File: config.mk
export PLATFORM = sky130hd
export DESIGN_NAME = trng_collector_flat
export DESIGN_NICKNAME = d
export VERILOG_FILES = /design/src/rtl/trng_collector_if.sv /design/src/rtl/trng_collector.sv /design/src/flat_wrapper.sv
export SDC_FILE = /design/constraint.sdc
export NUM_CORES = 1
export LEC_CHECK = 0
export ABC_AREA = 1
export ABC_CLOCK_PERIOD_IN_PS = 3400
export BUFFER_PORTS_ARGS = -buffer_cell sky130_fd_sc_hd__buf_2
export CORE_ASPECT_RATIO = 1.4
export CORE_MARGIN = 2
export CORE_UTILIZATION = 30
export DETAILED_ROUTE_END_ITERATION = 10
export PLACE_DENSITY = 0.53
export SYNTH_ARGS = -nofsm -noshare
export SYNTH_HDL_FRONTEND = slang
export SYNTH_SLANG_ARGS = --single-unit
export TNS_END_PERCENT = 1
File: constraint.sdc
create_clock -name clk -period 3.4 [get_ports clk]
set_input_delay 0.17 -clock clk [delete_from_list [all_inputs] [get_ports clk]]
set_output_delay 0.17 -clock clk [all_outputs]
set_load 0.03 [all_outputs]
File: src/rtl/trng_collector_if.sv
// Byte output port of the TRNG collector: valid/ready data plus the sticky fault flag.
interface trng_collector_if;
    logic [7:0] data_out;
    logic       data_valid;
    logic       rd_ready;
    logic       fault;

    modport master (output data_out, output data_valid, output fault, input rd_ready);
    modport slave  (input data_out, input data_valid, input fault, output rd_ready);
endinterface

File: src/rtl/trng_collector.sv
// TRNG back end: synchronize and decimate the raw entropy bit, optionally Von Neumann
// debias it, pack MSB-first into bytes and guard the stream with a repetition-count test.
module trng_collector #(
    parameter int SAMPLE_DIV = 4,
    parameter int REP_LIMIT  = 32
) (
    input  logic             clk,
    input  logic             rst_n,
    input  logic             ena,
    input  logic             raw_in,
    input  logic             vn_bypass,
    trng_collector_if.master rd
);
    localparam int CW = $clog2(SAMPLE_DIV);
    localparam int RW = $clog2(REP_LIMIT + 1);

    typedef struct packed {
        logic vld;
        logic b;
    } emit_t;

    typedef enum logic {VN_EMPTY, VN_HELD} vn_state_t;

    logic          s1, s2;
    logic [CW-1:0] cnt;
    logic          strobe;

    vn_state_t     vn_state, vn_next;
    logic          vn_first;
    emit_t         emit;

    logic [RW-1:0] run, run_nxt;
    logic          prev;
    logic          fault_q;

    logic [7:0]    pk, pk_shift, byte_nxt;
    logic [3:0]    bcnt;
    logic          pk_full, out_free, load;
    logic [7:0]    data_q;
    logic          valid_q;

    // Two-flop synchronizer; only s2 is ever sampled.
    always_ff @(posedge clk) begin
        if (!rst_n) begin
            s1 <= 1'b0;
            s2 <= 1'b0;
        end else begin
            s1 <= raw_in;
            s2 <= s1;
        end
    end

    always_ff @(posedge clk) begin
        if (!rst_n || !ena)
            cnt <= '0;
        else if (cnt == CW'(SAMPLE_DIV - 1))
            cnt <= '0;
        else
            cnt <= cnt + CW'(1);
    end

    assign strobe = ena && (cnt == CW'(SAMPLE_DIV - 1));

    always_ff @(posedge clk) begin
        if (!rst_n) begin
            vn_state <= VN_EMPTY;
            vn_first <= 1'b0;
        end else begin
            vn_state <= vn_next;
            if (strobe && !vn_bypass && vn_state == VN_EMPTY)
                vn_first <= s2;
        end
    end

    // A bypass strobe also drops any half pair, so toggling the mode never mixes regimes.
    always_comb begin
        vn_next = vn_state;
        emit    = '0;
        if (!ena) begin
            vn_next = VN_EMPTY;
        end else if (strobe) begin
            if (vn_bypass) begin
                vn_next  = VN_EMPTY;
                emit.vld = 1'b1;
                emit.b   = s2;
            end else if (vn_state == VN_EMPTY) begin
                vn_next = VN_HELD;
            end else begin
                vn_next  = VN_EMPTY;
                emit.vld = (vn_first != s2);
                emit.b   = vn_first;
            end
        end
    end

    always_comb begin
        run_nxt = RW'(1);
        if (run != '0 && s2 == prev)
            run_nxt = (run == RW'(REP_LIMIT)) ? run : run + RW'(1);
    end

    always_ff @(posedge clk) begin
        if (!rst_n) begin
            run     <= '0;
            prev    <= 1'b0;
            fault_q <= 1'b0;
        end else if (!ena) begin
            run <= '0;
        end else if (strobe) begin
            run  <= run_nxt;
            prev <= s2;
            if (run_nxt == RW'(REP_LIMIT))
                fault_q <= 1'b1;
        end
    end

    // A full packer waits for the output register; bits arriving meanwhile are lost.
    assign pk_shift = {pk[6:0], emit.b};
    assign pk_full  = (bcnt == 4'd8);
    assign out_free = !valid_q || rd.rd_ready;
    assign byte_nxt = pk_full ? pk : pk_shift;
    assign load     = !fault_q && out_free && (pk_full || (emit.vld && bcnt == 4'd7));

    always_ff @(posedge clk) begin
        if (!rst_n || fault_q || load) begin
            pk   <= '0;
            bcnt <= '0;
        end else if (emit.vld && !pk_full) begin
            pk   <= pk_shift;
            bcnt <= bcnt + 4'd1;
        end
    end

    always_ff @(posedge clk) begin
        if (!rst_n) begin
            data_q  <= '0;
            valid_q <= 1'b0;
        end else if (fault_q) begin
            valid_q <= 1'b0;
        end else if (load) begin
            data_q  <= byte_nxt;
            valid_q <= 1'b1;
        end else if (valid_q && rd.rd_ready) begin
            valid_q <= 1'b0;
        end
    end

    assign rd.data_out   = data_q;
    assign rd.data_valid = valid_q;
    assign rd.fault      = fault_q;
endmodule
File: src/flat_wrapper.sv
// flat-port wrapper written by rule: the top's interface ports become plain ports
module trng_collector_flat 
#(
    parameter int SAMPLE_DIV = 4,
    parameter int REP_LIMIT  = 32
)
  (clk, rst_n, ena, raw_in, vn_bypass, rd_data_out, rd_data_valid, rd_fault, rd_rd_ready);
  trng_collector_if rd_i ();
  input  logic clk;
  input  logic rst_n;
  input  logic ena;
  input  logic raw_in;
  input  logic vn_bypass;
  output wire logic [$bits(rd_i.data_out)-1:0] rd_data_out;
  output wire logic [$bits(rd_i.data_valid)-1:0] rd_data_valid;
  output wire logic [$bits(rd_i.fault)-1:0] rd_fault;
  input wire logic [$bits(rd_i.rd_ready)-1:0] rd_rd_ready;
  assign rd_data_out = rd_i.data_out;
  assign rd_data_valid = rd_i.data_valid;
  assign rd_fault = rd_i.fault;
  assign rd_i.rd_ready = rd_rd_ready;
  trng_collector #(.SAMPLE_DIV(SAMPLE_DIV), .REP_LIMIT(REP_LIMIT)) u_core (.clk(clk), .rst_n(rst_n), .ena(ena), .raw_in(raw_in), .vn_bypass(vn_bypass), .rd(rd_i));
endmodule
==> results.json, run 1 <==
{
  "wl_per_cell_um": 10.6,
  "synth_cell_types": 30,
  "switching_share_pct": 20.3,
  "grt_overflow": 0,
  "drc_errors": 0,
  "tns_ns": 0,
  "syn_area_mm2": 0.00180,
  "antenna_found_initial": 0,
  "outcome": "complete, no violations",
  "io_buffers": 15,
  "worstPathRequired_ns": 3.58,
  "cap_viol_max_count": 0,
  "dp_hpwl_um": 2560,
  "postCtsSetupRepairBufs": 0,
  "p_leak_nw": 0.777,
  "grt_pass1_wl_um": 5870,
  "p_sw_uw": 161,
  "tightest_slew_ns": 0.502,
  "pwr-share-seq_pct": 52.0,
  "grt_pass1_vias": 1406,
  "hold_buffers": 0,
  "via_per_inst": 4.66,
  "fp.coreArea_mm2": 0.00582,
  "comb_power_share_pct": 3.2,
  "p_int_uw": 635,
  "die_h_um": 95.6,
  "rsz0062_at_grt": "no",
  "relSlewSlack_pct": 66.5,
  "ys_warn_count": 0,
  "synth_cells": 233,
  "critical_path_class": "register to register",
  "slew_viol_final": 0,
  "ys_ff_latch": 35,
  "io-pin-count": 16,
  "crit_start": "u_core.cnt[0]$_SDFF_PP0_",
  "fin_crit_sh_pct": 53.0,
  "avgSynthCellArea_um2": 7.71,
  "hold_ws_ns": 0.0691,
  "first_pass_iters": 4,
  "drt_wl_total_um": 3380,
  "cp_max_fo": 21,
  "clkTransAtPathRegs_ns": 0.07,
  "num_vias": 1488,
  "ir_drop_mv": 0.212,
  "fin_skew_ns": 0.0106,
  "grt_max_degree": 22,
  "grt_usage_pct": 11.2,
  "yosysSeqAreaShare_pct": 39.0,
  "rr_endpoint": "u_core.pk[3]$_SDFFE_PP0P_",
  "detail-route-antenna-nets": 0,
  "power_uw": 796,
  "clkSinkCount": 35,
  "start_util_pct": 30.9,
  "r2r_cells": 8,
  "die_w_um": 69.4,
  "clock_power_share_pct": 44.8,
  "hold_viol": 0,
  "r2r-start": "u_core.cnt[0]$_SDFF_PP0_",
  "h-tree-depth": 2,
  "setup_violations": 0,
  "clock-root-buffer": "clkbuf_8",
  "routabilityCongestion": 0.825,
  "clock_path_buffers": 2,
  "cp-start-kind": "register",
  "min_period_ns": 1.80,
  "cts_tree": "yes",
  "final_nets": 260,
  "synth_nets": 244,
  "syn_to_final_growth_pct": 10.9,
  "rows": 33,
  "crit_end": "u_core.pk[3]$_SDFFE_PP0P_",
  "cts_resized": 0,
  "nFillCells": 618,
  "num_antenna_cells": 0,
  "insertion_delay_ns": 0.29,
  "end_kind": "register",
  "drt_iter0_drc": 47,
  "regToRegSetupSlack_ns": 1.60,
  "max_freq_mhz": 555,
  "drive_gt1_share_pct": 18.1,
  "cts_buffers": 5,
  "cellPowerDensity_mw_per_mm2": 400,
  "critical_path_arrival_ns": 1.98,
  "dieArea_mm2": 0.00663,
  "hold_path.class": "primary input to register"
}
metal layers:
metal  part of all wire (%)  vias to the layer above  global-route usage, %
met4                    2.9                        0                   6.21
met1                     44                      658                   11.8
met5                      0                        -                      0
met3                    4.2                       11                   3.59
met2                     49                       30                   19.8
li1                       -                      789                      -
synthesized netlist by cell type:
cell type	count	area [um2]
and3_1	1	6.26
xor2_1	3	26.3
nand3b_1	1	7.51
nor2_8	1	20.0
nand2_4	2	22.5
dfxtp_1	35	701
a21oi_2	2	17.5
nor2_2	10	62.6
clkbuf_1	1	3.75
inv_2	1	3.75
inv_1	28	105
a21oi_1	17	85.1
nand4_1	2	12.5
a211oi_1	2	15.0
buf_12	1	20.0
nor2_4	1	11.3
xnor2_1	1	8.76
a311oi_1	1	8.76
nor3b_1	1	7.51
nand2_1	46	173
o21ai_0	29	145
nand2_2	2	12.5
nand3_4	1	17.5
nor3_1	1	5.00
buf_6	4	45.0
nand3_1	15	75.1
nand3_2	2	20.0
nor2_1	15	56.3
ha_1	5	62.6
nand2_8	2	40.0
worst max-delay path, stage by stage (launching register included):
cell and delay [ns]:
dfxtp_1 0.33, ha_1 0.33, nand2_4 0.17, nor2_8 0.18, nand2_2 0.10, nor2_4 0.34, nand2_1 0.09, o21ai_0 0.11
nor2_2 0.04
cells in the final DEF (no fill, tap or decap), types with 2 or more instances in the layout:
master and n:
a211oi_1 2, ha_1 5, a21oi_2 2, nand2_2 2, xor2_1 3, nand2_1 46, a21oi_1 17, inv_1 28
nand3_2 2, nand2_8 2, nor2_1 15, nor2_2 10, nand4_1 2, clkbuf_8 5, o21ai_0 29, buf_2 15
dfxtp_1 35, nand3_1 15, nand2_4 2
sequential cells by signal (all words and copies together) (netlist names):
name                  cells
u_core.bcnt               4
u_core.cnt                2
u_core.pk                 8
u_core.prev               1
u_core.rd.data_out        8
u_core.rd.data_valid      1
u_core.rd.fault           1
u_core.run                6
u_core.s1                 1
u_core.s2                 1
u_core.vn_first           1
u_core.vn_state           1
kinds of logic after synthesis:
kind of cell	count (synthesis)	share of synthesized area (%)
xor gates and xnor gates	4	1.95
buffers and inverters	35	9.89
and+or+nand+nor	103	30.6
adders and majority gates	5	3.48
DFF	35	39.0
AOI/OAI and AO/OA	51	15.1
layout make-up:
cell class	instances	area [um2]	share of cell area, %
multi-input combinational	163	918	46.1
sequential	35	701	35.2
inverter	29	109	5.46
tap	70	87.6	4.39
timing repair buffer	15	75.1	3.77
clock buffer	6	72.6	3.64
clock inverter	1	30.0	1.51
worst min path at each step:
stage          slack, ns  startpoint  depth (start not counted)              endpoint
2_1_floorplan       0.26       rst_n                          2  u_core.s1$_SDFF_PN0_
3_3_place_gp        0.35      raw_in                          3  u_core.s1$_SDFF_PN0_
3_5_place_dp        0.36      raw_in                          3  u_core.s1$_SDFF_PN0_
4_1_cts             0.06      raw_in                          3  u_core.s1$_SDFF_PN0_
5_1_grt             0.07      raw_in                          3  u_core.s1$_SDFF_PN0_
6_report            0.07      raw_in                          3  u_core.s1$_SDFF_PN0_
power groups by stage:
stage | Sequential (mW) | Clock, mW | Combinational (mW)
after global placement | 0.424 | 0 | 0.0255
after detailed placement | 0.424 | 0 | 0.0259
after CTS | 0.414 | 0.370 | 0.0258
final | 0.415 | 0.357 | 0.0252
after floorplan | 0.423 | 0 | 0.0203
after global routing | 0.415 | 0.385 | 0.0287
through the flow:
| stage | utilization, % | setup WS, ns | std cells | area (um2) |
|---|---|---|---|---|
| floorplan | - | 1.94 | 233 | 1800 |
| global placement | 32.5 | 1.63 | 312 | 1890 |
| detailed placement | 32.5 | 1.56 | 312 | 1890 |
| CTS | 34.2 | 1.56 | 319 | 1990 |
| global route | 34.2 | 1.40 | 319 | 1990 |
| finish | 34.2 | 1.60 | 319 | 1990 |
No activity file was read; power rests on OpenSTA's default activity.
==> inputs of run 2 (changes only) <==
--- a/config.mk
+++ b/config.mk
@@ -5,14 +5,14 @@
 export SDC_FILE = /design/constraint.sdc
 export NUM_CORES = 1
 export LEC_CHECK = 0
-export ABC_AREA = 1
-export ABC_CLOCK_PERIOD_IN_PS = 3400
+export ABC_AREA = 0
+export ABC_CLOCK_PERIOD_IN_PS = 1600
 export BUFFER_PORTS_ARGS = -buffer_cell sky130_fd_sc_hd__buf_2
 export CORE_ASPECT_RATIO = 1.4
 export CORE_MARGIN = 2
 export CORE_UTILIZATION = 30
 export DETAILED_ROUTE_END_ITERATION = 10
-export PLACE_DENSITY = 0.53
+export PLACE_DENSITY = 0.55
 export SYNTH_ARGS = -nofsm -noshare
 export SYNTH_HDL_FRONTEND = slang
 export SYNTH_SLANG_ARGS = --single-unit
==> constraint.sdc (replaced) <==
create_clock -name clk -period 1.6 [get_ports clk]
set_input_delay 0.08 -clock clk [delete_from_list [all_inputs] [get_ports clk]]
set_output_delay 0.08 -clock clk [all_outputs]
set_load 0.03 [all_outputs]
==> run 2 against run 1 <==
The run now ends with setup timing left. Global-route usage up 2.5 points. Power is 120% higher. Die area fell by 6.4%. Synthesized area is 6.7% lower. Clock power grew 130%. Flip-flop and latch count unchanged. Sequential share of layout area fell by 2.8 points. Critical endpoint is now u_core.bcnt[2]$_SDFFE_PP0P_. Largest power group unchanged.
==> results.json, run 2 <==
{
  "outcome": "finished with violations",
  "violations": "setup timing",
  "min_period_ns": 1.67,
  "fin_ws_ns": -0.0672,
  "antenna_found_initial": 0,
  "avgSynthCellArea_um2": 8.82,
  "fin_crit_sh_pct": 104,
  "ys_ff_latch": 35,
  "clock_path_buffers": 2,
  "synth_top_cell_by_area": "dfxtp_1",
  "rows": 32,
  "start_util_pct": 30.8,
  "num_vias": 1465,
  "ys_warn_count": 0,
  "dieArea_mm2": 0.00621,
  "max_stage_delay_ns": 0.41,
  "critical_path_class": "register to register",
  "grt_overflow": 0,
  "rr_endpoint": "u_core.bcnt[2]$_SDFFE_PP0P_",
  "io_buffers": 15,
  "setup_violations": 11,
  "final_nets": 240,
  "hold_viol": 0,
  "yosysSeqAreaShare_pct": 41.8,
  "final_common_cell": "dfxtp_1",
  "insertion_delay_ns": 0.29,
  "die_h_um": 92.5,
  "cp_cell_sequence": "inv_2 > ha_4 > and3b_1 > a2111o_1 > or3_4 > a21oi_2",
  "dp_hpwl_um": 2890,
  "first_pass_iters": 4,
  "cts_tree": "yes",
  "worstPathRequired_ns": 1.83,
  "syn_area_mm2": 0.00168,
  "nFillCells": 586,
  "synth_ff_type": "dfxtp_1",
  "ys_top_cells_by_area": "dfxtp_1, mux2i_1, a21oi_1",
  "drive_gt1_share_pct": 30.9,
  "drc_errors": 0,
  "clkSinkCount": 35,
  "synth-async-reset-ratio_pct": 0,
  "crit_start": "u_core.bcnt[1]$_SDFFE_PP0P_",
  "io-pin-count": 16,
  "critPathSlowestCell": "a2111o_1",
  "grt_max_degree": 13,
  "design_area_mm2": 0.00218,
  "clock-root-buffer": "clkbuf_8",
  "tightest_slew_ns": 0.374,
  "postCtsSetupRepairBufs": 0,
  "final_cell_mix": "dfxtp_1, nand2_1, buf_4, a21oi_1",
  "wl_per_cell_um": 13.1,
  "drt_iter0_drc": 43,
  "ir_drop_mv": 0.529,
  "cts_buffers": 5,
  "end_kind": "register",
  "critical_path_arrival_ns": 1.90,
  "synth_nets": 201,
  "clkTransAtPathRegs_ns": 0.07,
  "r2r-start": "u_core.bcnt[1]$_SDFFE_PP0P_",
  "via_per_inst": 4.92,
  "p_leak_nw": 0.894,
  "rsz0062_at_grt": "yes",
  "num_antenna_cells": 0,
  "synth_cells": 190,
  "h-tree-depth": 2,
  "fp.coreArea_mm2": 0.00545,
  "regToRegSetupSlack_ns": -0.07,
  "grt_pass1_wl_um": 6440,
  "synth_cell_types": 40,
  "fin_skew_ns": 0.00263,
  "hold_path.class": "primary input to register",
  "crit_end": "u_core.bcnt[2]$_SDFFE_PP0P_",
  "cp-start-kind": "register",
  "grt_pass1_vias": 1427,
  "tns_ns": -0.254,
  "grt_usage_pct": 13.7,
  "routabilityCongestion": 0.822,
  "cp_max_fo": 4,
  "synthTopCellsByCount": "dfxtp_1, nand2_1, a21oi_1",
  "r2r_cells": 6,
  "synth_edf_count": 0,
  "relSlewSlack_pct": 75.0,
  "cap_viol_max_count": 0,
  "place_area_mm2": 0.00198,
  "synth_most_common_cell": "dfxtp_1",
  "synth_top_area_share_pct": 41.8,
  "detail-route-antenna-nets": 0,
  "max_freq_mhz": 600,
  "slew_viol_final": 0,
  "drt_wl_total_um": 3900,
  "die_w_um": 67.2,
  "cellPowerDensity_mw_per_mm2": 808,
  "syn_to_final_growth_pct": 30.1
}
-- run 2: cell types whose count changed after synthesis, sizes merged, moves of 3 or more --
cell    change
nor3        +5
or3         +3
inv        -18
a311oi      +6
nor2       -12
nand3      -14
mux2i      +11
o21ai      -22
nand2      -31
and2        +3
-- run 2: layer usage --
layer | GRT usage, % | up-vias | routed length [um]
li1 | - | 767 | -
met1 | 14.5 | 681 | 1640
met4 | 6.80 | 0 | 89
met3 | 2.92 | 6 | 69
met5 | 0 | - | 0
met2 | 24.8 | 11 | 2100
-- run 2: layout make-up --
| class | instances | area, um2 | share of cell area, % |
|---|---|---|---|
| multi-input combinational | 137 | 966 | 44.3 |
| sequential | 35 | 706 | 32.4 |
| timing repair buffer | 39 | 265 | 12.2 |
| tap | 68 | 85.1 | 3.90 |
| clock buffer | 6 | 82.6 | 3.79 |
| inverter | 11 | 41.3 | 1.89 |
| clock inverter | 2 | 35.0 | 1.61 |
-- run 2: worst max-delay path: cells and delay by family (launching register included) --
family	cells	cell delay (ns)
AOI/OAI and AO/OA	2	0.53
and+or+nand+nor	2	0.51
DFF	1	0.36
adders and majority gates	1	0.15
buffers and inverters	1	0.05
-- run 2: through the flow --
stage               power, mW  hold slack [ns]  util [%]  setup slack [ns]  instances
floorplan               0.926            0.202         -           -0.0584        190
global placement        0.946            0.292      36.4           -0.0816        289
detailed placement      0.946            0.292      36.4           -0.0955        289
CTS                      1.78           0.0396      39.1           -0.0645        298
global route             1.82           0.0654      40.1            -0.118        298
finish                   1.76           0.0483      40.1           -0.0672        298
-- run 2: cells by family (layout without fill, tap and decap cells) --
logic type,Yosys count,after routing,share of synthesized area (%)
AOI/OAI and AO/OA,48,48,19.7
and+or+nand+nor,69,69,21.3
adders and majority gates,5,5,3.73
muxes,11,11,6.57
buffers and inverters,18,58,4.85
DFF,35,35,41.8
xor gates and xnor gates,4,4,2.09
-- run 2: how the worst min path moves through the flow --
stage,start,slack [ns],cells past startpoint,end
3_3_place_gp,raw_in,0.29,2,u_core.s1$_SDFF_PN0_
6_report,rst_n,0.05,2,u_core.s2$_SDFF_PN0_
2_1_floorplan,rst_n,0.20,1,u_core.s1$_SDFF_PN0_
5_1_grt,rst_n,0.07,2,u_core.s1$_SDFF_PN0_
3_5_place_dp,raw_in,0.29,2,u_core.s1$_SDFF_PN0_
4_1_cts,rst_n,0.04,2,u_core.s1$_SDFF_PN0_
-- run 2: timing repair --
item	4_1_cts	5_1_grt
resized for setup	5	20
hold buffers	1	0
endpoints found under the setup margin	23	25
hold endpoints to repair	1	0
pin swaps	1	7
-- run 2: power breakdown --
part / switching (mW) / total, mW / internal, mW
clock network: 0.329 / 0.833 / 0.504
registers: 0.00300 / 0.879 / 0.876
logic: 0.0306 / 0.0505 / 0.0199
